**config.mk**
```make
export PLATFORM = sky130hd
export DESIGN_NAME = bus_arbiter_2m
export DESIGN_NICKNAME = d
export VERILOG_FILES = /design/src/rtl/bus_arbiter_2m.sv
export SDC_FILE = /design/constraint.sdc
export NUM_CORES = 1
export LEC_CHECK = 0
export ABC_AREA = 0
export ABC_CLOCK_PERIOD_IN_PS = 2090
export BUFFER_PORTS_ARGS = -buffer_cell sky130_fd_sc_hd__buf_2
export CORE_AREA = 2 2 119 121
export CTS_CLUSTER_DIAMETER = 100
export DETAILED_ROUTE_END_ITERATION = 6
export DIE_AREA = 0 0 121 123
export PLACE_DENSITY = 0.43
export SKIP_CTS_REPAIR_TIMING = 1
export SLEW_MARGIN = 20
export SYNTH_ARGS = -nofsm -noshare
export SYNTH_HDL_FRONTEND = slang
export SYNTH_SLANG_ARGS = --single-unit
```
**constraint.sdc**
```tcl
create_clock -name i_clk -period 2.09 [get_ports i_clk]
set_input_delay 0.418 -clock i_clk [delete_from_list [all_inputs] [get_ports i_clk]]
set_output_delay 0.418 -clock i_clk [all_outputs]
set_load 0.005 [all_outputs]
```
**src/rtl/bus_arbiter_2m.sv**
```systemverilog
// Two-master round-robin arbiter in front of the single-port RAM bus.
// Optional ack timeout with sticky o_err is enabled by defining ARB_TIMEOUT_EN.
module bus_arbiter_2m #(
    parameter int ADDR_W = 32,
    parameter int DATA_W = 32
`ifdef ARB_TIMEOUT_EN
    ,
    parameter int TIMEOUT = 255
`endif
) (
    input  logic                i_clk,
    input  logic                rst,

    input  logic                i_m0_bus_en,
    input  logic                i_m0_wr_en,
    input  logic [DATA_W/8-1:0] i_m0_byte_en,
    input  logic [DATA_W-1:0]   i_m0_wr_data,
    input  logic [ADDR_W-1:0]   i_m0_addr,
    output logic                o_m0_ack,
    output logic [DATA_W-1:0]   o_m0_rd_data,

    input  logic                i_m1_bus_en,
    input  logic                i_m1_wr_en,
    input  logic [DATA_W/8-1:0] i_m1_byte_en,
    input  logic [DATA_W-1:0]   i_m1_wr_data,
    input  logic [ADDR_W-1:0]   i_m1_addr,
    output logic                o_m1_ack,
    output logic [DATA_W-1:0]   o_m1_rd_data,

    output logic                o_s_cs,
    output logic                o_s_wr_en,
    output logic [DATA_W/8-1:0] o_s_byte_en,
    output logic [DATA_W-1:0]   o_s_wr_data,
    output logic [ADDR_W-1:0]   o_s_addr,
    input  logic                i_s_ack,
    input  logic [DATA_W-1:0]   i_s_rd_data
`ifdef ARB_TIMEOUT_EN
    ,
    output logic                o_err
`endif
);

    typedef enum logic [1:0] {
        IDLE = 2'd0,
        GNT0 = 2'd1,
        GNT1 = 2'd2
    } state_t;

    state_t state;
    state_t state_next;
    logic   last_grant;
    logic   last_grant_next;
    logic   timeout_hit;

`ifdef ARB_TIMEOUT_EN
    localparam int CNT_W = $clog2(TIMEOUT + 1);
    localparam logic [31:0] TIMEOUT_DATA = 32'hDEAD_BEEF;

    logic [CNT_W-1:0] cnt;
    logic             err_q;
    logic             granted_req;

    assign granted_req = ((state == GNT0) && i_m0_bus_en) ||
                         ((state == GNT1) && i_m1_bus_en);

    // Fires in the TIMEOUT-th granted cycle that passes without a slave ack.
    assign timeout_hit = granted_req && !i_s_ack && (cnt == CNT_W'(TIMEOUT - 1));

    always_ff @(posedge i_clk) begin
        if (!rst) begin
            cnt   <= '0;
            err_q <= 1'b0;
        end else begin
            if (state == IDLE || state_next != state) begin
                cnt <= '0;
            end else begin
                cnt <= cnt + CNT_W'(1);
            end
            if (timeout_hit) begin
                err_q <= 1'b1;
            end
        end
    end

    assign o_err = rst & (err_q | timeout_hit);
`else
    assign timeout_hit = 1'b0;
`endif

    always_ff @(posedge i_clk) begin
        if (!rst) begin
            state      <= IDLE;
            last_grant <= 1'b1;
        end else begin
            state      <= state_next;
            last_grant <= last_grant_next;
        end
    end

    always_comb begin
        state_next      = state;
        last_grant_next = last_grant;
        o_s_cs          = 1'b0;
        o_s_wr_en       = 1'b0;
        o_s_byte_en     = '0;
        o_s_wr_data     = '0;
        o_s_addr        = '0;
        o_m0_ack        = 1'b0;
        o_m0_rd_data    = '0;
        o_m1_ack        = 1'b0;
        o_m1_rd_data    = '0;

        case (state)
            IDLE: begin
                if (i_m0_bus_en && i_m1_bus_en) begin
                    state_next = last_grant ? GNT0 : GNT1;
                end else if (i_m0_bus_en) begin
                    state_next = GNT0;
                end else if (i_m1_bus_en) begin
                    state_next = GNT1;
                end
            end

            GNT0: begin
                o_s_cs      = i_m0_bus_en & ~timeout_hit;
                o_s_wr_en   = i_m0_wr_en;
                o_s_byte_en = i_m0_byte_en;
                o_s_wr_data = i_m0_wr_data;
                o_s_addr    = i_m0_addr;
                o_m0_ack    = i_s_ack | timeout_hit;
                o_m0_rd_data = i_s_rd_data;
`ifdef ARB_TIMEOUT_EN
                if (timeout_hit) begin
                    o_m0_rd_data = DATA_W'(TIMEOUT_DATA);
                end
`endif
                // A waiting master 1 is handed the bus directly, without an IDLE bubble.
                if (i_s_ack || timeout_hit) begin
                    last_grant_next = 1'b0;
                    state_next      = i_m1_bus_en ? GNT1 : IDLE;
                end else if (!i_m0_bus_en) begin
                    state_next = IDLE;
                end
            end

            GNT1: begin
                o_s_cs      = i_m1_bus_en & ~timeout_hit;
                o_s_wr_en   = i_m1_wr_en;
                o_s_byte_en = i_m1_byte_en;
                o_s_wr_data = i_m1_wr_data;
                o_s_addr    = i_m1_addr;
                o_m1_ack    = i_s_ack | timeout_hit;
                o_m1_rd_data = i_s_rd_data;
`ifdef ARB_TIMEOUT_EN
                if (timeout_hit) begin
                    o_m1_rd_data = DATA_W'(TIMEOUT_DATA);
                end
`endif
                if (i_s_ack || timeout_hit) begin
                    last_grant_next = 1'b1;
                    state_next      = i_m0_bus_en ? GNT0 : IDLE;
                end else if (!i_m1_bus_en) begin
                    state_next = IDLE;
                end
            end

            default: begin
                state_next = IDLE;
            end
        endcase

        // A reset cycle swallows any in-flight ack and silences the bus.
        if (!rst) begin
            state_next      = IDLE;
            last_grant_next = 1'b1;
            o_s_cs          = 1'b0;
            o_s_wr_en       = 1'b0;
            o_s_byte_en     = '0;
            o_s_wr_data     = '0;
            o_s_addr        = '0;
            o_m0_ack        = 1'b0;
            o_m0_rd_data    = '0;
            o_m1_ack        = 1'b0;
            o_m1_rd_data    = '0;
        end
    end

endmodule

```
======== Word-level counts from Yosys, hierarchy flattened ========
Index checks and enable logic that the tools add are counted.
W data, S select, Z words.
cells by class
  equality and inequality tests ........... 7
  muxes and demuxes ....................... 32
  reductions and logical operators ........ 5
operators by type and width
  kind                  count
  $mux W32              6
  $pmux W32 S2          2
  $mux W2               9
  $mux W1               9
  $pmux W4 S2           1
  $ne A3 B3 Y1 const B  2
  $pmux W1 S2           3
  $pmux W2 S3           1
  $reduce_and A3 Y1     2
  $mux W4               1
  $ne A2 B2 Y1 const B  2
  $ne A4 B4 Y1 const B  1
  $eq A2 B1 Y1 const B  1
  $eq A2 B2 Y1 const B  1
  $logic_not A2 Y1      1
  $reduce_bool A2 Y1    1
  $logic_and A1 B1 Y1   1
storage, ports and cells
  register bits after elaboration ......... 3
  output and inout bits ................... 136
  word-level logic and storage cells ...... 46

======== Logic depth before layout (Yosys ltp) ========
Gate-level depths: netlist of run 1.
  depth in word-level cells ............... 4
  depth in mapped cells ................... 8
  mapped depth without buffers ............ 6

======== Worst setup path before layout of run 1 ========
Ideal clock, no wire load.
  kind .................................... reg-to-output
  from .................................... reg state[1]
  to ...................................... out o_s_addr[18]
  arrival ................................. 1.298 ns
  required time ........................... 1.672 ns
  path slack .............................. 0.374 ns
  cell stages (with the launch flop) ...... 8
  buffers on the path ..................... 3
  path through ............................ dfxtp_1 -> inv_1 -> ha_1 -> clkbuf_1 -> buf_2 -> buf_2 -> a22oi_1 -> nor2_1
on the way
  word-level cells in the longest chain between the ends .. 3
  elaborated cells between the ends (all ways) .. 4
  those cells by class .................... eq/ne (2); mux (2)
ends and longest elaborated chain
  what                                          line  text
  start, declared                               49    state_t state;
  start signal, assigned                        95    state <= state_next;
  $eq A2 B2 Y1 or $eq A2 B1 Y1 (tied branches)  113   case (state)
  $pmux W32 S2 *                                113
  $mux W32 *                                    173   if (!rst) begin
  end, declared                                 34    output logic [ADDR_W-1:0] o_s_addr,
Every way passes the cells marked *; elsewhere a longest branch is shown, timed or not.

======== Final worst setup path of run 1 ========
  from .................................... reg state[0]
  to ...................................... out o_m1_rd_data[24]
on the way
  word-level cells in the longest chain between the ends .. 3
ends and longest elaborated chain
  what           line  text
  $eq A2 B2 Y1   113
  $mux W32       113
  $mux W32       173
  end, declared  28    output logic [DATA_W-1:0] o_m1_rd_data,
Every way passes these cells.

==> flow_summary.toml, run 1 <==
[clock_network]
cts.sinks = 3
cts_max_level = 1
cts_made_buffers = 3
clkLatencyLatePin_ns = 0.23
path_clk_slew_ns = 0.03
cts_tree = "yes"
cts-root-buf = "clkbuf_16"
clockBufferDepth = 2

[flow_run]
max-cap-violations = 0

[critical_path]
max_stage_delay_ns = 0.35
critPathCaptureType = "output pin"
reg2reg_from = "state[0]"
cp_slowest_cell = "dfxtp_4"
crit_fanout = 33
worstSetupStartpointType = "flip-flop"
critPathBufInv = 3
path_class = "reg2out"
startpoint = "state[0]"
worstPathRequired_ns = 1.67
cp.arrival_ns = 1.57
critPathTopFamily = "buffers and inverters"
worstPathCellList = "inv_1 -> ha_1 -> buf_4 -> and3_1 -> buf_2"

[yosys]
ys_types = 20
ys.flop_type = "dfxtp_1"
synth_top_family_by_area = "simple AND/OR/NAND/NOR gates"
avgSynthCellArea_sq_um = 5.91
synthCells = 274
yosys.area_share.simple_pct = 45.1
synth_xor_area_share_pct = 0
ys_ff_latch = 3
synth_mux_area_share_pct = 0
synth_fa_ha_area_share_pct = 4.64
synth-edff-count = 0
ys_seq_area_share_pct = 3.71
synth_area_leaders = "a22oi_1 33%, and3_1 26%, nor2_1 16%"
synth_commonest_cells = "72 x a22oi_1, 71 x nor2_1, 66 x and3_1, 28 x clkbuf_1, 9 x buf_2"
yosys.area.top_type_share_pct = 33.4
synth_async_sr_flop_share_pct = 0
synth_compound_area_share_pct = 36.1
synthMostInstantiatedCell = "a22oi_1"
ys_warn_count = 0
yosysTopAreaCell = "a22oi_1"
synth_nets = 455
synth_area_sq_um = 1620

[route]
via_count = 3271
drc = 0
drt_iter0_markers = 130
dr.pass1.iters = 6
viasPerCell = 4.41
routed_wl_um = 10400
routedWlPerCell_um = 13.9
postRouteAntennaNets = 0

[global_route]
grt_max_degree = 59
grt_pass1_vias = 2656
overflow = 0
track_usage_pct = 10.8
grt_first_pass_wirelength_um = 13400
antenna_found_initial = 0

[timing]
whs_ns = 0.482
slew_viol_final = 0
max_clock_freq_ghz = 0.503
setup_tns_ns = 0
worst_pin_slew_ns = 0.312
min_period_over_period_pct = 95.0
clock-skew-final_ns = 0.00161
setup_viol = 0
finalHoldViolations = 0
max_slew_margin_pct = 79.1
min_period_ns = 1.99
worst_slack_ns = 0.104

[cells_and_area]
antenna_cells = 0
layout-drive-gt1-share_pct = 59.3
area_growth_pct = 119
instances_no_fill = 742
final_nets = 744
fillers = 1526

[die]
io_pins = 311
core_sq_um = 13600
die_y_um = 123
die-area_sq_um = 14900
initial_core_util_pct = 11.9
row_count = 43
die_w_um = 121

[power]
p_leak_uw = 0.00223
power_uw = 1310
ir_worst_vdd_mv = 0.183
power_density_nw_per_um2 = 371

[placed_design]
globalplace.congestion = 0.714
io_buffer_count = 310
dp_cells = 736
dp_hpwl_um = 7870
pre_cts_slack_ns = 0.159

[min_path]
hold_path_startpoint = "last_grant"
min_path_type = "reg2reg"

[outcome]
outcome = "finished, final reports clean"
## routing by layer
metal / global-route usage (%) / routed length (um) / vias up
met5: 0 / 0 / -
met4: 1.67 / 31 / 0
met3: 1.94 / 851 / 4
met2: 20.9 / 5570 / 175
met1: 12.6 / 3890 / 1504
li1: - / - / 1588
## cell families after synthesis
| family | after synthesis |
|---|---|
| simple gates | 145 |
| compound gates | 79 |
| buf+inv | 41 |
| flops | 3 |
| fa+ha+maj | 6 |
## final cells by class
type / instances / area [sq um] / share of cell area [%]
Tap cell: 180 / 225 / 6.36
Inverter: 3 / 11.3 / 0.318
Sequential cell: 3 / 65.1 / 1.84
Multi-Input combinational cell: 230 / 1430 / 40.5
Clock buffer: 4 / 78.8 / 2.23
Timing Repair Buffer: 322 / 1730 / 48.8
## flip-flops by register name (all words and copies together), names as in the netlist
register and cells:
state 2, last_grant 1
## report_power, final
group	internal, uW	total [uW]	leakage, uW	switching, uW
Sequential	67.4	80.1	0.0000257	12.6
Combinational	441	925	0.00216	484
Clock	252	309	0.0000382	56.6
Total	761	1310	0.00223	553
## cell usage in the layout, fill, tap and decap left out
master,netlist,final
a22oi_1,72,72
nor2_1,71,71
o21ai_1,2,2
buf_2,9,310
nand2b_1,1,1
nand2_1,3,2
o21ai_0,2,2
inv_1,2,1
dfxtp_4,0,1
inv_2,1,2
buf_4,0,6
o211ai_1,1,1
nand3_1,1,1
buf_12,0,4
dfxtp_2,0,1
a21boi_1,1,1
clkbuf_1,28,1
or4b_1,2,2
a32oi_1,1,1
ha_4,0,3
nor3b_1,1,1
clkbuf_16,0,5
dfxtp_1,3,1
nand2_4,0,1
and3_1,66,66
ha_1,6,3
## metrics by stage
step,util (%),cell area [sq um]
2_1_floorplan,-,1620
3_3_place_gp,24.7,3370
3_5_place_dp,24.7,3370
4_1_cts,25.3,3450
5_1_grt,26.0,3540
6_report,26.0,3540
## path summary, 6_finish.rpt
| path | to | slack (ns) | cells past startpoint |
|---|---|---|---|
| setup / recovery | o_m1_rd_data[24] | 0.10 | 5 |
| hold / removal | last_grant | 0.48 | 2 |
| setup reg to reg | state[0] | 0.36 | 6 |
| hold reg to reg | last_grant | 0.48 | 2 |
## worst register-to-register path, cell delays in order, from the launching register on
cell and delay (ns):
dfxtp_4 0.35, inv_1 0.18, ha_4 0.22, buf_4 0.19
a22oi_1 0.10, or4b_1 0.46, a21boi_1 0.15
(Power assumes the default switching activity.)
==> run 2: changes to the inputs <==
--- a/config.mk
+++ b/config.mk
@@ -13,6 +13,7 @@
 export DETAILED_ROUTE_END_ITERATION = 6
 export DIE_AREA = 0 0 121 123
 export PLACE_DENSITY = 0.43
+export REMOVE_ABC_BUFFERS = 1
 export SKIP_CTS_REPAIR_TIMING = 1
 export SLEW_MARGIN = 20
 export SYNTH_ARGS = -nofsm -noshare
==> flow_summary.toml, run 2 (synthesis results as in run 1) <==
[die]
row_count = 43
die_w_um = 121
initial_core_util_pct = 11.9
io_pins = 311
core_sq_um = 13600
die-area_sq_um = 14900
die_y_um = 123

[timing]
setup_tns_ns = 0
finalHoldViolations = 0
setup_viol = 0
max_slew_margin_pct = 77.9
min_period_over_period_pct = 95.9
max_clock_freq_ghz = 0.499
clock-skew-final_ns = 0.00280
whs_ns = 0.455
min_period_ns = 2.00
worst_pin_slew_ns = 0.331
slew_viol_final = 0

[clock_network]
clkLatencyLatePin_ns = 0.23
path_clk_slew_ns = 0.03
cts.sinks = 3
clockBufferDepth = 2
cts_tree = "yes"
cts-root-buf = "clkbuf_16"
cts_max_level = 1
cts_made_buffers = 3

[cells_and_area]
top_regs = "state x2, last_grant x1"
antenna_cells = 0
final_common_cell = "buf_2"
layout-drive-gt1-share_pct = 58.7
final_cell_area_sq_um = 3480
final_cell_mix = "310 x buf_2, 72 x a22oi_1, 71 x nor2_1, 66 x and3_1, 6 x buf_12"
final_nets = 741
area_growth_pct = 115
largest_reg_flops = 2
fillers = 1520
largest-register = "state"

[critical_path]
crit_fanout = 25
critPathCaptureType = "output pin"
worstPathCellList = "inv_1 -> ha_2 -> buf_4 -> and3_1 -> buf_2"
cp_slowest_cell = "dfxtp_1"
max_stage_delay_ns = 0.30
rr_worst_depth = 6
cp.arrival_ns = 1.59
path_class = "reg2out"
worstPathRequired_ns = 1.67
reg2reg_slack_ns = 0.38
reg2reg_from = "state[0]"
timing.rr.end = "state[0]"
worstSetupStartpointType = "flip-flop"

[route]
highest_layer = "met4"
drc = 0
postRouteAntennaNets = 0
dr.pass1.iters = 4
routedWlPerCell_um = 14.7
dr_wl_met2_um = 5740
drt-met1-wl_um = 4080
drt_iter0_markers = 136
routed_wl_um = 10900
wl_met3_um = 1030
viasPerCell = 4.43
via_count = 3274

[global_route]
grt_max_degree = 67
antenna_found_initial = 0
grt_pass1_vias = 2785
track_usage_pct = 12.2
overflow = 0
grt_first_pass_wirelength_um = 14400

[placed_design]
io_buffer_count = 310
postPlaceCellArea_sq_um = 3400
globalplace.congestion = 0.778
dp_hpwl_um = 8960

[min_path]
hold_end = "last_grant"
min_path_type = "in2reg"
hold_path_startpoint = "rst"
whs_path_depth = 2

[power]
p_leak_uw = 0.00220
power_density_nw_per_um2 = 368
ir_worst_vdd_mv = 0.215

[flow_run]
max-cap-violations = 0

[outcome]
outcome = "finished, final reports clean"
## run 2: cell types whose count changed in the layout (fill, tap and decap cells not counted), sizes merged
cell    delta
clkbuf     -2
buf        -1
## run 2: metrics by stage
stage | worst slack [ns] | utilization (%) | total power, uW | instances
floorplan | -0.770 | - | 480 | 236
global placement | 0.290 | 25.0 | 965 | 735
detailed placement | 0.233 | 25.0 | 973 | 735
CTS | -0.0134 | 25.5 | 1290 | 739
global route | -0.00807 | 25.6 | 1380 | 739
finish | 0.0864 | 25.6 | 1280 | 739
## run 2: worst max-delay path by stage
stage                         from         endpoint  slack [ns]
final                     state[0]  o_m1_rd_data[9]        0.09
after floorplan           state[1]  o_m0_rd_data[0]       -0.77
after global placement    state[1]   o_s_byte_en[2]        0.29
after detailed placement  state[1]  o_m1_rd_data[9]        0.23
after global routing      state[0]  o_m1_rd_data[9]      -0.008
after CTS                 state[1]  o_m1_rd_data[9]       -0.01
## run 2: routing by layer
metal | global-route usage, % | up-vias
li1 | - | 1581
met1 | 13.9 | 1485
met2 | 24.3 | 204
met3 | 1.61 | 4
met4 | 1.67 | 0
met5 | 0 | -
## run 2: power by group
group / switching, uW / internal (uW) / total [uW] / leakage (uW)
registers: 6.91 / 66.6 / 73.5 / 0.0000251
logic: 479 / 415 / 894 / 0.00214
clock network: 61.3 / 253 / 314 / 0.0000382
## run 2: worst max-delay path, delay by kind of cell, from the launching register on
family | cells | cell delay [ns]
buffers and inverters | 3 | 0.53
flip-flops | 1 | 0.30
adder cells (fa/ha/maj) | 1 | 0.30
AND/OR/NAND/NOR | 1 | 0.23
## run 2: cell type report
type	instances	area (sq um)	area share (%)
multi-input combinational	230	1410	40.5
inverter	3	11.3	0.324
tap	180	225	6.47
sequential	3	61.3	1.76
timing repair buffer	319	1690	48.7
clock buffer	4	78.8	2.27
==> run 3: changes to the inputs <==
--- a/config.mk
+++ b/config.mk
@@ -7,12 +7,12 @@
 export LEC_CHECK = 0
 export ABC_AREA = 0
 export ABC_CLOCK_PERIOD_IN_PS = 2090
-export BUFFER_PORTS_ARGS = -buffer_cell sky130_fd_sc_hd__buf_2
-export CORE_AREA = 2 2 119 121
+export CORE_AREA = 3 3 118 120
 export CTS_CLUSTER_DIAMETER = 100
 export DETAILED_ROUTE_END_ITERATION = 6
 export DIE_AREA = 0 0 121 123
-export PLACE_DENSITY = 0.43
+export DONT_BUFFER_PORTS = 1
+export PLACE_DENSITY = 0.3
 export REMOVE_ABC_BUFFERS = 1
 export SKIP_CTS_REPAIR_TIMING = 1
 export SLEW_MARGIN = 20
==> flow_summary.toml, run 3 (synthesis results as in run 1) <==
[placed_design]
globalplace.congestion = 0.675
dp_hpwl_um = 6940
dp_cells = 422
io_buffer_count = 0

[timing]
slew_viol_final = 0
setup_viol = 0
max_slew_margin_pct = 79.2
finalHoldViolations = 0
clock-skew-final_ns = 0.0000653
max_clock_freq_ghz = 0.506
whs_ns = 0.278
worst_pin_slew_ns = 0.312
min_period_over_period_pct = 94.6
min_period_ns = 1.98
rsz0062_at_grt = "false"

[global_route]
track_usage_pct = 8.99
overflow = 0
grt_max_degree = 73
antenna_found_initial = 0
grt_pass1_vias = 1826
grt_first_pass_wirelength_um = 10200

[route]
drc = 0
via_count = 2260
drt_iter0_markers = 122
postRouteAntennaNets = 0
dr.pass1.iters = 4
viasPerCell = 5.28
routed_wl_um = 9150
routedWlPerCell_um = 21.4

[critical_path]
cp.arrival_ns = 1.56
critPathCaptureType = "output pin"
reg2reg_slack_ns = 0.30
timing.rr.end = "state[0]"
path_class = "reg2out"
critPathTopFamily = "buffers and inverters"
reg2reg_from = "state[0]"
worstPathRequired_ns = 1.67
rr_worst_depth = 6
max_stage_delay_ns = 0.38
critPathBufInv = 3
worstSetupStartpointType = "flip-flop"
cp_slowest_cell = "dfxtp_2"
worstPathCellList = "inv_1 -> ha_2 -> buf_12 -> a22oi_2 -> nor2_1 -> buf_4"
crit_fanout = 36

[outcome]
outcome = "finished, final reports clean"

[cells_and_area]
largest_reg_flops = 2
fin_util_pct = 15.0
largest-register = "state"
fillers = 1491
final_cell_mix = "70 x a22oi_1, 70 x nor2_1, 66 x and3_1, 6 x buf_4, 5 x clkbuf_16"
instances_no_fill = 428
antenna_cells = 0
final_nets = 434
top_regs = "state x2, last_grant x1"
area_growth_pct = 21.3
layout-drive-gt1-share_pct = 9.92

[min_path]
min_path_type = "in2reg"
whs_path_depth = 1
hold_path_startpoint = "rst"
hold_end = "last_grant"

[die]
die-area_sq_um = 14900
die_y_um = 123
core_sq_um = 13100
io_pins = 311
initial_core_util_pct = 12.4
row_count = 42
die_w_um = 121

[power]
pwr-share-clk_pct = 30.0
power_uw = 1030
p_leak_uw = 0.000791
p_seq_share_pct = 7.6
p_int_uw = 564
netSwitchingFraction_pct = 45.0
power_density_nw_per_um2 = 523
switchingPower_uw = 462
p_comb_share_pct = 62.4
ir_worst_vdd_mv = 0.213

[clock_network]
cts_max_level = 1
cts_tree = "yes"
path_clk_slew_ns = 0.03
clkLatencyLatePin_ns = 0.23
cts-root-buf = "clkbuf_16"
cts_made_buffers = 3
clockBufferDepth = 2
cts.sinks = 3

[flow_run]
max-cap-violations = 0
## run 3: cell types whose count changed in the layout (fill, tap and decap cells not counted), sizes merged
cell    before  now
buf        319   10
clkbuf       4    6
## run 3: how the worst max path moves through the flow
stage	cells after the start	to	from
final	6	o_s_wr_data[12]	state[0]
after detailed placement	6	o_s_wr_data[12]	state[0]
after global placement	6	o_s_wr_data[23]	state[0]
after global routing	6	o_s_wr_data[12]	state[0]
after floorplan	3	o_m0_rd_data[0]	state[1]
after CTS	6	o_s_wr_data[12]	state[0]
## run 3: cell type report
type / count / area [sq um] / area share, %
Clock buffer: 4 / 78.8 / 4.02
Inverter: 3 / 11.3 / 0.574
Multi-Input combinational cell: 230 / 1420 / 72.5
Sequential cell: 3 / 62.6 / 3.19
Tap cell: 176 / 220 / 11.2
Timing Repair Buffer: 12 / 166 / 8.48
## run 3: power by group through the flow
| stage | Combinational (uW) | Clock (uW) | Sequential (uW) |
|---|---|---|---|
| after global placement | 578 | 0 | 76.5 |
| after CTS | 593 | 314 | 75.8 |
| after floorplan | 406 | 0 | 73.4 |
| final | 640 | 308 | 77.6 |
| after detailed placement | 589 | 0 | 76.6 |
| after global routing | 706 | 319 | 79.9 |
## run 3: stage by stage
stage / cell area (sq um) / worst slack, ns / setup TNS, ns
floorplan: 1460 / -0.770 / -79.73
CTS: 1890 / -0.126 / -0.306
detailed placement: 1810 / 0.120 / 0
global route: 1960 / 0.0190 / 0
finish: 1960 / 0.112 / 0
global placement: 1810 / 0.152 / 0
## run 3: layer usage
metal | part of all wire [%] | GRT usage (%) | vias to the layer above
li1 | - | - | 966
met1 | 36 | 9.77 | 1062
met2 | 52 | 17.7 | 224
met3 | 11 | 1.37 | 8
met4 | 1.3 | 2.76 | 0
met5 | 0 | 0 | -
